File: config.mk
export PLATFORM = sky130hd
export DESIGN_NAME = fifo_reader
export DESIGN_NICKNAME = d
export VERILOG_FILES = /design/src/rtl/fifo_reader.sv
export SDC_FILE = /design/constraint.sdc
export NUM_CORES = 1
export LEC_CHECK = 0
export ABC_AREA = 1
export CORE_MARGIN = 2
export CORE_UTILIZATION = 25
export DETAILED_ROUTE_END_ITERATION = 16
export GPL_TIMING_DRIVEN = 0
export PLACE_DENSITY_LB_ADDON = 0.3
export SKIP_LAST_GASP = 1
export SYNTH_ARGS = -nofsm -noshare
export SYNTH_HDL_FRONTEND = slang
export SYNTH_SLANG_ARGS = --single-unit
File: constraint.sdc
create_clock -name clk -period 2.6 [get_ports clk]
set_input_delay 0.52 -clock clk [delete_from_list [all_inputs] [get_ports clk]]
set_output_delay 0.52 -clock clk [all_outputs]
set_load 0.005 [all_outputs]
File: src/rtl/fifo_reader.sv
// FIFO read-port consumer: issues credit-limited read strobes and delivers the
// captured bytes on a valid/ready stream through a 2-entry skid buffer.
module fifo_reader #(
    parameter int DATA_WIDTH = 8,
    parameter int CNT_WIDTH  = 16
) (
    input  logic                  clk,
    input  logic                  reset,
    input  logic                  enable,
    input  logic                  empty_flag,
    input  logic [DATA_WIDTH-1:0] data_out,
    output logic                  read_en,
    output logic [DATA_WIDTH-1:0] m_data,
    output logic                  m_valid,
    input  logic                  m_ready,
    output logic [CNT_WIDTH-1:0]  byte_count,
    output logic                  busy
);

    typedef enum logic [1:0] {IDLE, RUN, STOP} state_t;

    state_t                state;
    logic [1:0]            buf_cnt;
    logic                  inflight;
    logic [DATA_WIDTH-1:0] head;
    logic [DATA_WIDTH-1:0] tail;
    logic                  pop;
    logic [2:0]            credit;

    assign m_valid = (buf_cnt != 2'd0);
    assign m_data  = head;
    assign pop     = m_valid && m_ready;
    assign busy    = inflight || (buf_cnt != 2'd0);

    // Occupancy the buffer will have after this edge; a new read may only be
    // issued if its byte is guaranteed a slot when it lands next cycle.
    assign credit  = 3'(buf_cnt) + 3'(inflight) - 3'(pop);
    assign read_en = (state == RUN) && enable && !empty_flag && (credit < 3'd2);

    always_ff @(posedge clk or negedge reset) begin
        if (!reset) begin
            state <= IDLE;
        end else begin
            case (state)
                IDLE:    if (enable) state <= RUN;
                RUN:     if (!enable) state <= STOP;
                STOP: begin
                    if (enable)     state <= RUN;
                    else if (!busy) state <= IDLE;
                end
                default: state <= IDLE;
            endcase
        end
    end

    always_ff @(posedge clk or negedge reset) begin
        if (!reset) begin
            buf_cnt    <= 2'd0;
            inflight   <= 1'b0;
            head       <= '0;
            tail       <= '0;
            byte_count <= '0;
        end else begin
            inflight <= read_en;
            buf_cnt  <= credit[1:0];
            if (pop) begin
                byte_count <= byte_count + 1'b1;
                if (buf_cnt == 2'd2) begin
                    head <= tail;
                    if (inflight) tail <= data_out;
                end else if (inflight) begin
                    head <= data_out;
                end
            end else if (inflight) begin
                if (buf_cnt == 2'd0) head <= data_out;
                else                 tail <= data_out;
            end
        end
    end

    a_no_overflow: assert property (@(posedge clk) disable iff (!reset)
        !(inflight && !pop && buf_cnt == 2'd2));

endmodule

* Word-level counts from Yosys, hierarchy flattened
Index checks and enable logic that the tools add are counted.
** Word-level totals
- Logic and storage cells :: 48
- Input port bits :: 13
- Bits in registers :: 37
- Output and inout bits :: 27
** Cells by class
- Equal/unequal tests :: 9
- Multiplexer cells :: 14
- $lt $le $gt $ge :: 1
- Reduce and logical (&&, ||, !) cells :: 15
- Add/sub/neg operators :: 3
** Operators by type and width (count)
- $mux W8 :: 9
- $add A16 B1 Y16 const B :: 1
- $mux W2 :: 4
- $ne A2 B2 Y1 const B :: 4
- $reduce_bool A2 Y1 :: 4
- $pmux W2 S3 :: 1
- $reduce_and A3 Y1 :: 2
- $eq A2 B2 Y1 const B :: 2
- $logic_and A1 B1 Y1 :: 4
- $logic_not A2 Y1 :: 2
- $reduce_and A4 Y1 :: 1
- $add A2 B1 Y3 :: 1
- $lt A3 B2 Y1 const B :: 1
- $ne A3 B3 Y1 const B :: 1
- $sub A3 B1 Y3 :: 1
- $eq A2 B1 Y1 const B :: 1
- $ne A2 B1 Y1 const B :: 1
- $logic_not A1 Y1 :: 1
- $logic_or A1 B1 Y1 :: 1

* Logic depth before layout (Yosys ltp)
Gate-level depths: netlist of run 1.
- Depth after elaboration :: 5
- Depth in mapped cells :: 8
- Depth with buffers taken out :: 8

* Worst setup path before layout of run 1
No wires, ideal clock.
- Path type :: register to output
- From :: register buf_cnt[0]
- To :: output port read_en
- Stages on the path, launching flop included :: 6
- Arrival :: 2.019 ns
- Data required time :: 2.080 ns
- Buffers on the path :: 0
- Setup slack :: 0.061 ns
- Cells stage by stage :: dfrtp_1 o21ai_0 ha_1 ha_1 fa_1 nor4_1
** On the way
- Longest elaborated chain between the ends :: 5
- Elaborated cells on any way between the ends :: 6
- Those cells by class :: add/sub: 2; order compare: 1; reduce/logical: 3
** Ends and longest elaborated chain
- from (decl) :: RTL line 23 : logic [1:0] buf_cnt;
- from (signal assigned) :: RTL line 65 : buf_cnt <= credit[1:0];
- branches (longest 2 deep; another with $add A2 B1 Y3)
- $sub A3 B1 Y3 * :: RTL line 37 : assign credit = 3'(buf_cnt) + 3'(inflight) - 3'(pop);
- named net credit[1] :: RTL line 28 : logic [2:0] credit;
- $lt A3 B2 Y1 * :: RTL line 38 : assign read_en = (state == RUN) && enable && !empty_flag && (credit < 3'd2);
- $logic_and A1 B1 Y1 * :: RTL line 38
- to (decl) :: RTL line 12 : output logic read_en,
Mark *: on every way through the listed nets, which the timed path passes.

* Final worst setup path of run 1
Same ends and word-level chain as after synthesis.

==> metrics.txt, run 1 <==
# TYPE chip_impl_metric gauge
chip_impl_info{name="criticalPathCategory",value="register to output port"} 1
chip_impl_metric{name="final_antenna_net_count",unit=""} 0
chip_impl_metric{name="path_max_fanout",unit=""} 2
chip_impl_info{name="violations_in_the_final_reports",value="setup timing"} 1
chip_impl_metric{name="tritoncts_num_sinks",unit=""} 37
chip_impl_metric{name="sequential_fraction_of_the_synthesis_area",unit=""} 0.528
chip_impl_info{name="grt_setup_unrepaired",value="yes"} 1
chip_impl_metric{name="netlist_instances",unit=""} 198
chip_impl_metric{name="warnings_from_yosys",unit=""} 0
chip_impl_metric{name="routed_wire_length",unit="mm"} 3.67
chip_impl_info{name="setup.worst_path.end_class",value="output port"} 1
chip_impl_info{name="r2r-end",value="inflight"} 1
chip_impl_metric{name="max_cap_viol_count",unit=""} 0
chip_impl_metric{name="design.portCount",unit=""} 40
chip_impl_metric{name="initial_cell_density_of_the_core",unit=""} 0.258
chip_impl_metric{name="synth_seq_cells",unit=""} 37
chip_impl_metric{name="worst_ir_drop_on_vdd",unit="uV"} 307
chip_impl_metric{name="floorplan.die.height",unit="um"} 87.7
chip_impl_info{name="worst_setup_path_start_kind",value="register"} 1
chip_impl_metric{name="timing.max_slew.rel_slack",unit=""} 0.461
chip_impl_info{name="ctsRootBufferMaster",value="sky130_fd_sc_hd__clkbuf_8"} 1
chip_impl_metric{name="power_leakage",unit="nW"} 1.12
chip_impl_metric{name="final-setup-viol-count",unit=""} 1
chip_impl_metric{name="multi_input_area",unit="um^2"} 767
chip_impl_metric{name="max_clock_freq",unit="GHz"} 0.368
chip_impl_metric{name="via_count",unit=""} 1398
chip_impl_metric{name="design_power_total",unit="mW"} 2.13
chip_impl_metric{name="finalNetCount",unit=""} 264
chip_impl_metric{name="mappedNetlistArea",unit="mm^2"} 0.00175
chip_impl_metric{name="final_util",unit=""} 0.351
chip_impl_metric{name="regToRegSetupSlack",unit="ps"} 740
chip_impl_metric{name="vias_in_the_first_global_route",unit=""} 1380
chip_impl_metric{name="routed_via_density",unit=""} 4.06
chip_impl_metric{name="crit_required",unit="ps"} 2080
chip_impl_metric{name="final.period_utilization",unit=""} 1.04
chip_impl_metric{name="tritoncts.num_buffers",unit=""} 5
chip_impl_metric{name="whs",unit="ps"} 335
chip_impl_metric{name="rr_worst_depth",unit=""} 5
chip_impl_metric{name="layout_fillers",unit=""} 689
chip_impl_metric{name="layout-drive-gt1-share",unit=""} 0.129
chip_impl_info{name="timing.hold.worst.class",value="input pin to async pin"} 1
chip_impl_metric{name="remaining_drc_errors",unit=""} 0
chip_impl_metric{name="design.die.area",unit="mm^2"} 0.00770
chip_impl_metric{name="core-area",unit="mm^2"} 0.00679
chip_impl_metric{name="report.final.slew_viol_count",unit=""} 0
chip_impl_metric{name="worst-endpoint-arrival",unit="ps"} 2190
chip_impl_metric{name="cts-root-to-sink-buffers",unit=""} 2
chip_impl_metric{name="dp_hpwl",unit="mm"} 2.73
chip_impl_metric{name="cts.reportedPaths.clkPinSlew",unit="ps"} 70
chip_impl_metric{name="io_buffer_count",unit=""} 39
chip_impl_metric{name="clock-skew-final",unit="ps"} 4.39
chip_impl_metric{name="grt_pass1_wl",unit="mm"} 6.46
chip_impl_metric{name="areaGrowthSynthToFinish",unit="%"} 36.2
chip_impl_metric{name="grt_start_max_net_pins",unit=""} 38
chip_impl_metric{name="gp_congestion",unit=""} 0.753
chip_impl_metric{name="drtPass1Iterations",unit=""} 4
chip_impl_metric{name="htree_levels",unit=""} 2
chip_impl_metric{name="max_slew.worst_pin.slew",unit="ps"} 809
chip_impl_metric{name="post-route-worst-setup-slack",unit="ps"} -114
chip_impl_metric{name="pwr_density_cell",unit="mW/mm^2"} 891
chip_impl_info{name="regToRegStartpoint",value="buf_cnt[0]"} 1
chip_impl_metric{name="final_count_of_hold_timing_violations",unit=""} 0
chip_impl_metric{name="grt_antenna_before_repair",unit=""} 0
chip_impl_metric{name="total_area_of_sequential_cells",unit="um^2"} 928
chip_impl_info{name="tritoncts_clock_tree",value="built"} 1
chip_impl_metric{name="syn_area_per_cell",unit="um^2"} 8.85
chip_impl_info{name="status",value="complete, but fails checks"} 1
chip_impl_metric{name="grt.overflow.total",unit=""} 0
chip_impl_metric{name="dr.first_iter.drc_count",unit=""} 83
chip_impl_metric{name="avgRoutedWirePerCell",unit="um"} 10.7
chip_impl_metric{name="clock_insertion_delay_worst_skew",unit="ps"} 270
chip_impl_metric{name="gr-usage-all-layers",unit=""} 0.108
chip_impl_metric{name="period_minus_slack",unit="ps"} 2710
chip_impl_metric{name="synth_nets",unit=""} 215
chip_impl_metric{name="antenna_diode_count",unit=""} 0
chip_impl_metric{name="synth.distinct_cells",unit=""} 26
chip_impl_metric{name="core.rowCount",unit=""} 30
chip_impl_metric{name="die_x",unit="um"} 87.7
per-stage QoR:
step	std cells	area (um^2)	setup slack (ps)	setup TNS, ps
floorplan	198	1750	60.6	0
global placement	333	2260	-1300	-1640
detailed placement	333	2260	-1270	-1590
CTS	344	2380	-170	-170
global route	344	2390	-214	-214
finish	344	2390	-114	-114
worst max-delay path: stages (launching register included):
cell,delay (ps)
sky130_fd_sc_hd__dfrtp_2,410
sky130_fd_sc_hd__o21ai_2,150
sky130_fd_sc_hd__ha_1,250
sky130_fd_sc_hd__ha_1,190
sky130_fd_sc_hd__fa_2,460
sky130_fd_sc_hd__nor4_4,300
sky130_fd_sc_hd__buf_2,160
logic make-up after synthesis:
| logic type | share of synthesized area |
|---|---|
| flops | 0.528 |
| buf+inv | 0.0535 |
| simple gates | 0.237 |
| compound gates | 0.0885 |
| fa+ha+maj | 0.0328 |
| xor+xnor | 0.0600 |
flip-flops by register name, summed over array words and instances (netlist names):
| name | cells |
|---|---|
| buf_cnt | 2 |
| byte_count | 16 |
| inflight | 1 |
| m_data | 8 |
| state | 2 |
| tail | 8 |
report_power, final:
| part | switching (mW) | leakage, nW | total, mW | internal [mW] |
|---|---|---|---|---|
| Clock | 0.180 | 0.0395 | 0.370 | 0.190 |
| Sequential | 0.111 | 0.459 | 0.867 | 0.756 |
| Combinational | 0.446 | 0.626 | 0.890 | 0.444 |
| Total | 0.737 | 1.12 | 2.13 | 1.39 |
layout by cell type, fill, tap and decap left out:
cell	n
sky130_fd_sc_hd__a21oi_1	10
sky130_fd_sc_hd__buf_2	5
sky130_fd_sc_hd__buf_4	3
sky130_fd_sc_hd__clkbuf_1	3
sky130_fd_sc_hd__clkbuf_2	1
sky130_fd_sc_hd__clkbuf_8	5
sky130_fd_sc_hd__clkdlybuf4s50_1	36
sky130_fd_sc_hd__dfrtp_1	35
sky130_fd_sc_hd__dfrtp_2	2
sky130_fd_sc_hd__fa_2	1
sky130_fd_sc_hd__ha_1	3
sky130_fd_sc_hd__inv_1	19
sky130_fd_sc_hd__inv_2	2
sky130_fd_sc_hd__nand2_1	54
sky130_fd_sc_hd__nand2_2	1
sky130_fd_sc_hd__nand3_1	3
sky130_fd_sc_hd__nand3_2	1
sky130_fd_sc_hd__nand3b_1	4
sky130_fd_sc_hd__nand3b_2	1
sky130_fd_sc_hd__nand4_1	2
sky130_fd_sc_hd__nor2_1	17
sky130_fd_sc_hd__nor2_2	3
sky130_fd_sc_hd__nor2_4	3
sky130_fd_sc_hd__nor3_1	2
sky130_fd_sc_hd__nor4_4	1
sky130_fd_sc_hd__o21ai_0	10
sky130_fd_sc_hd__o21ai_1	6
sky130_fd_sc_hd__o21ai_2	1
sky130_fd_sc_hd__o21bai_1	1
sky130_fd_sc_hd__o22ai_2	1
sky130_fd_sc_hd__xnor2_1	5
sky130_fd_sc_hd__xnor2_2	1
sky130_fd_sc_hd__xor2_1	6
routing by layer:
layer / wire length, um / part of all wire / up-vias / track usage
met3: 114 / 0.031 / 5 / 0.0217
met1: 1770 / 0.48 / 652 / 0.142
met4: 70 / 0.019 / 0 / 0.0503
met5: 0 / 0 / - / 0
li1: - / - / 724 / -
met2: 1720 / 0.47 / 17 / 0.171
repair_timing:
item | in CTS | in global routing
buffers inserted | 3 | 0
gates resized for setup | 16 | 1
pin swaps | 2 | 1
endpoints found under the hold margin | 0 | 0
endpoints found under the setup margin | 2 | 1
hold buffers | 0 | 0
synth_stat cells, drive strengths merged:
| cell type | number | area, um^2 |
|---|---|---|
| nand2 | 55 | 209 |
| dfrtp | 37 | 926 |
| nor2 | 23 | 111 |
| inv | 21 | 78.8 |
| o21ai | 17 | 85.1 |
| a21oi | 10 | 50.1 |
| xnor2 | 6 | 52.6 |
| xor2 | 6 | 52.6 |
| nand3b | 5 | 41.3 |
| nand3 | 4 | 25.0 |
| ha | 3 | 37.5 |
| buf | 2 | 10.0 |
| nand4 | 2 | 12.5 |
| nor3 | 2 | 10.0 |
| clkbuf | 1 | 5.00 |
| fa | 1 | 20.0 |
| nor4 | 1 | 6.26 |
| o21bai | 1 | 7.51 |
| o22ai | 1 | 12.5 |
area by class of cell:
type                            instances  share of cell area
Clock buffer                            8              0.0335
Tap cell                               96              0.0503
Timing Repair Buffer                   42               0.167
Buffer                                  3             0.00629
Inverter                               21              0.0330
Multi-Input combinational cell        137               0.321
Sequential cell                        37               0.389
worst max path at each step:
stage,endpoint,from,slack (ps)
after floorplan,read_en,buf_cnt[0],60
after global placement,read_en,m_ready,-1300
after detailed placement,read_en,m_ready,-1270
after CTS,read_en,buf_cnt[0],-170
after global routing,read_en,buf_cnt[0],-210
final,read_en,buf_cnt[0],-110
Note: power is estimated with default switching activity, not from simulation.
==> run 2: changes to the inputs <==
--- a/config.mk
+++ b/config.mk
@@ -11,6 +11,7 @@
 export DETAILED_ROUTE_END_ITERATION = 16
 export GPL_TIMING_DRIVEN = 0
 export PLACE_DENSITY_LB_ADDON = 0.3
+export SKIP_CTS_REPAIR_TIMING = 1
 export SKIP_LAST_GASP = 1
 export SYNTH_ARGS = -nofsm -noshare
 export SYNTH_HDL_FRONTEND = slang
==> metrics.txt, run 2 (synthesis gave the netlist of run 1 again) <==
# TYPE chip_impl_metric gauge
chip_impl_metric{name="core.rowCount",unit=""} 30
chip_impl_info{name="worst_setup_path_startpoint",value="buf_cnt[0]"} 1
chip_impl_info{name="criticalPathCategory",value="register to output port"} 1
chip_impl_info{name="grt_setup_unrepaired",value="yes"} 1
chip_impl_metric{name="routed_via_density",unit=""} 4.07
chip_impl_info{name="timing.hold.worst.class",value="input pin to async pin"} 1
chip_impl_info{name="r2r-end",value="inflight"} 1
chip_impl_info{name="layout.cells.most_common_list",value="sky130_fd_sc_hd__nand2_1 (54), sky130_fd_sc_hd__clkdlybuf4s50_1 (36), sky130_fd_sc_hd__dfrtp_1 (35)"} 1
chip_impl_metric{name="dr.first_iter.drc_count",unit=""} 93
chip_impl_metric{name="finalNetCount",unit=""} 265
chip_impl_metric{name="worst_ir_drop_on_vdd",unit="uV"} 293
chip_impl_metric{name="io_buffer_count",unit=""} 39
chip_impl_metric{name="areaGrowthSynthToFinish",unit="%"} 38.2
chip_impl_info{name="ctsRootBufferMaster",value="sky130_fd_sc_hd__clkbuf_8"} 1
chip_impl_info{name="worst_path_dominant_cell_family",value="adder cells"} 1
chip_impl_info{name="status",value="complete, but fails checks"} 1
chip_impl_metric{name="core-area",unit="mm^2"} 0.00679
chip_impl_info{name="violations_in_the_final_reports",value="setup timing"} 1
chip_impl_metric{name="grt_start_max_net_pins",unit=""} 38
chip_impl_metric{name="max_stage_delay",unit="ps"} 480
chip_impl_metric{name="worst-endpoint-arrival",unit="ps"} 2230
chip_impl_info{name="worst_setup_path_start_kind",value="register"} 1
chip_impl_metric{name="multi_input_area",unit="um^2"} 787
chip_impl_metric{name="whs",unit="ps"} 333
chip_impl_metric{name="pwr_density_cell",unit="mW/mm^2"} 879
chip_impl_metric{name="period_minus_slack",unit="ps"} 2750
chip_impl_metric{name="max_slew.worst_pin.slew",unit="ps"} 805
chip_impl_metric{name="cts.reportedPaths.clkPinSlew",unit="ps"} 70
chip_impl_metric{name="drtPass1Iterations",unit=""} 4
chip_impl_info{name="largest-register",value="byte_count"} 1
chip_impl_metric{name="power_leakage",unit="nW"} 1.13
chip_impl_metric{name="grt_antenna_before_repair",unit=""} 0
chip_impl_metric{name="remaining_drc_errors",unit=""} 0
chip_impl_metric{name="design.die.area",unit="mm^2"} 0.00770
chip_impl_metric{name="vias_in_the_first_global_route",unit=""} 1344
chip_impl_metric{name="rr_worst_depth",unit=""} 5
chip_impl_info{name="setup.worst_path.end_class",value="output port"} 1
chip_impl_metric{name="via_count",unit=""} 1403
chip_impl_info{name="crit_end",value="read_en"} 1
chip_impl_metric{name="path_max_fanout",unit=""} 6
chip_impl_metric{name="total_area_of_sequential_cells",unit="um^2"} 928
chip_impl_info{name="cp_cell_sequence",value="o21ai_4 > ha_4 > ha_4 > fa_2 > nor4_4 > buf_2"} 1
chip_impl_metric{name="initial_cell_density_of_the_core",unit=""} 0.258
chip_impl_metric{name="grt_pass1_wl",unit="mm"} 6.31
chip_impl_metric{name="floorplan.die.height",unit="um"} 87.7
chip_impl_metric{name="final_count_of_hold_timing_violations",unit=""} 0
chip_impl_metric{name="post-route-worst-setup-slack",unit="ps"} -147
chip_impl_metric{name="max_cap_viol_count",unit=""} 0
chip_impl_metric{name="routed_wire_length",unit="mm"} 3.71
chip_impl_metric{name="gr-usage-all-layers",unit=""} 0.106
chip_impl_metric{name="design.portCount",unit=""} 40
chip_impl_metric{name="dp_hpwl",unit="mm"} 2.73
chip_impl_metric{name="antenna_diode_count",unit=""} 0
chip_impl_metric{name="gp_congestion",unit=""} 0.753
chip_impl_info{name="regToRegStartpoint",value="buf_cnt[0]"} 1
chip_impl_metric{name="path_buf_inv",unit=""} 1
chip_impl_metric{name="fin_tns_setup",unit="ps"} -147
chip_impl_metric{name="htree_levels",unit=""} 2
chip_impl_info{name="tritoncts_clock_tree",value="built"} 1
chip_impl_metric{name="design_power_total",unit="mW"} 2.13
chip_impl_metric{name="grt.overflow.total",unit=""} 0
chip_impl_metric{name="timing.max_slew.rel_slack",unit=""} 0.463
chip_impl_info{name="critical_path.most_common_cell",value="sky130_fd_sc_hd__ha_4"} 1
chip_impl_metric{name="critical_path_depth",unit=""} 6
chip_impl_metric{name="tritoncts.num_buffers",unit=""} 5
chip_impl_metric{name="clock-skew-final",unit="ps"} 4.42
chip_impl_metric{name="layout-drive-gt1-share",unit=""} 0.133
chip_impl_metric{name="cts-root-to-sink-buffers",unit=""} 2
chip_impl_metric{name="crit_required",unit="ps"} 2080
chip_impl_metric{name="largest_register_ff_count",unit=""} 16
chip_impl_metric{name="avgRoutedWirePerCell",unit="um"} 10.7
chip_impl_metric{name="max_clock_freq",unit="GHz"} 0.364
chip_impl_metric{name="clock_insertion_delay_worst_skew",unit="ps"} 270
chip_impl_metric{name="final_antenna_net_count",unit=""} 0
chip_impl_metric{name="die_x",unit="um"} 87.7
chip_impl_metric{name="final.period_utilization",unit=""} 1.06
chip_impl_info{name="final_common_cell",value="sky130_fd_sc_hd__nand2_1"} 1
chip_impl_info{name="critPathSlowestCell",value="sky130_fd_sc_hd__fa_2"} 1
chip_impl_metric{name="layout_fillers",unit=""} 683
chip_impl_metric{name="tritoncts_num_sinks",unit=""} 37
chip_impl_metric{name="final-setup-viol-count",unit=""} 1
chip_impl_metric{name="report.final.slew_viol_count",unit=""} 0
chip_impl_metric{name="regToRegSetupSlack",unit="ps"} 710
[run 2: worst min path at each step]
stage / start / to / slack, ps / cells past startpoint
final: reset / tail[6] / 330 / 1
after global placement: tail[0] / tail[0] / 470 / 2
after global routing: reset / state[0] / 400 / 1
after floorplan: reset / buf_cnt[0] / 220 / 0
after CTS: reset / state[1] / 370 / 1
after detailed placement: tail[0] / tail[0] / 480 / 2
[run 2: area by class of cell]
type                    count  share of cell area
repair buffers             43               0.170
plain buffers               3             0.00620
inverters                  21              0.0325
flip-flops and latches     37               0.383
multi-input cells         137               0.325
clock buffers               8              0.0331
well taps                  96              0.0496
[run 2: power by group]
part	internal [mW]	leakage [nW]	switching (mW)	total, mW
registers	0.756	0.459	0.135	0.891
clock network	0.190	0.0395	0.180	0.370
logic	0.442	0.635	0.427	0.868
[run 2: metal layers]
metal | wire length (um) | part of all wire | GRT usage
met5 | 0 | 0 | 0
met4 | 65 | 0.018 | 0.0503
met3 | 133 | 0.036 | 0.0217
met2 | 1750 | 0.47 | 0.165
met1 | 1760 | 0.47 | 0.141
[run 2: metrics by stage]
step	instance area [um^2]	std cells	setup slack, ps	util
floorplan	1750	198	60.6	-
global placement	2260	333	-1300	0.333
detailed placement	2260	333	-1270	0.332
CTS	2340	341	-1300	0.344
global route	2420	345	-238	0.357
finish	2420	345	-147	0.357
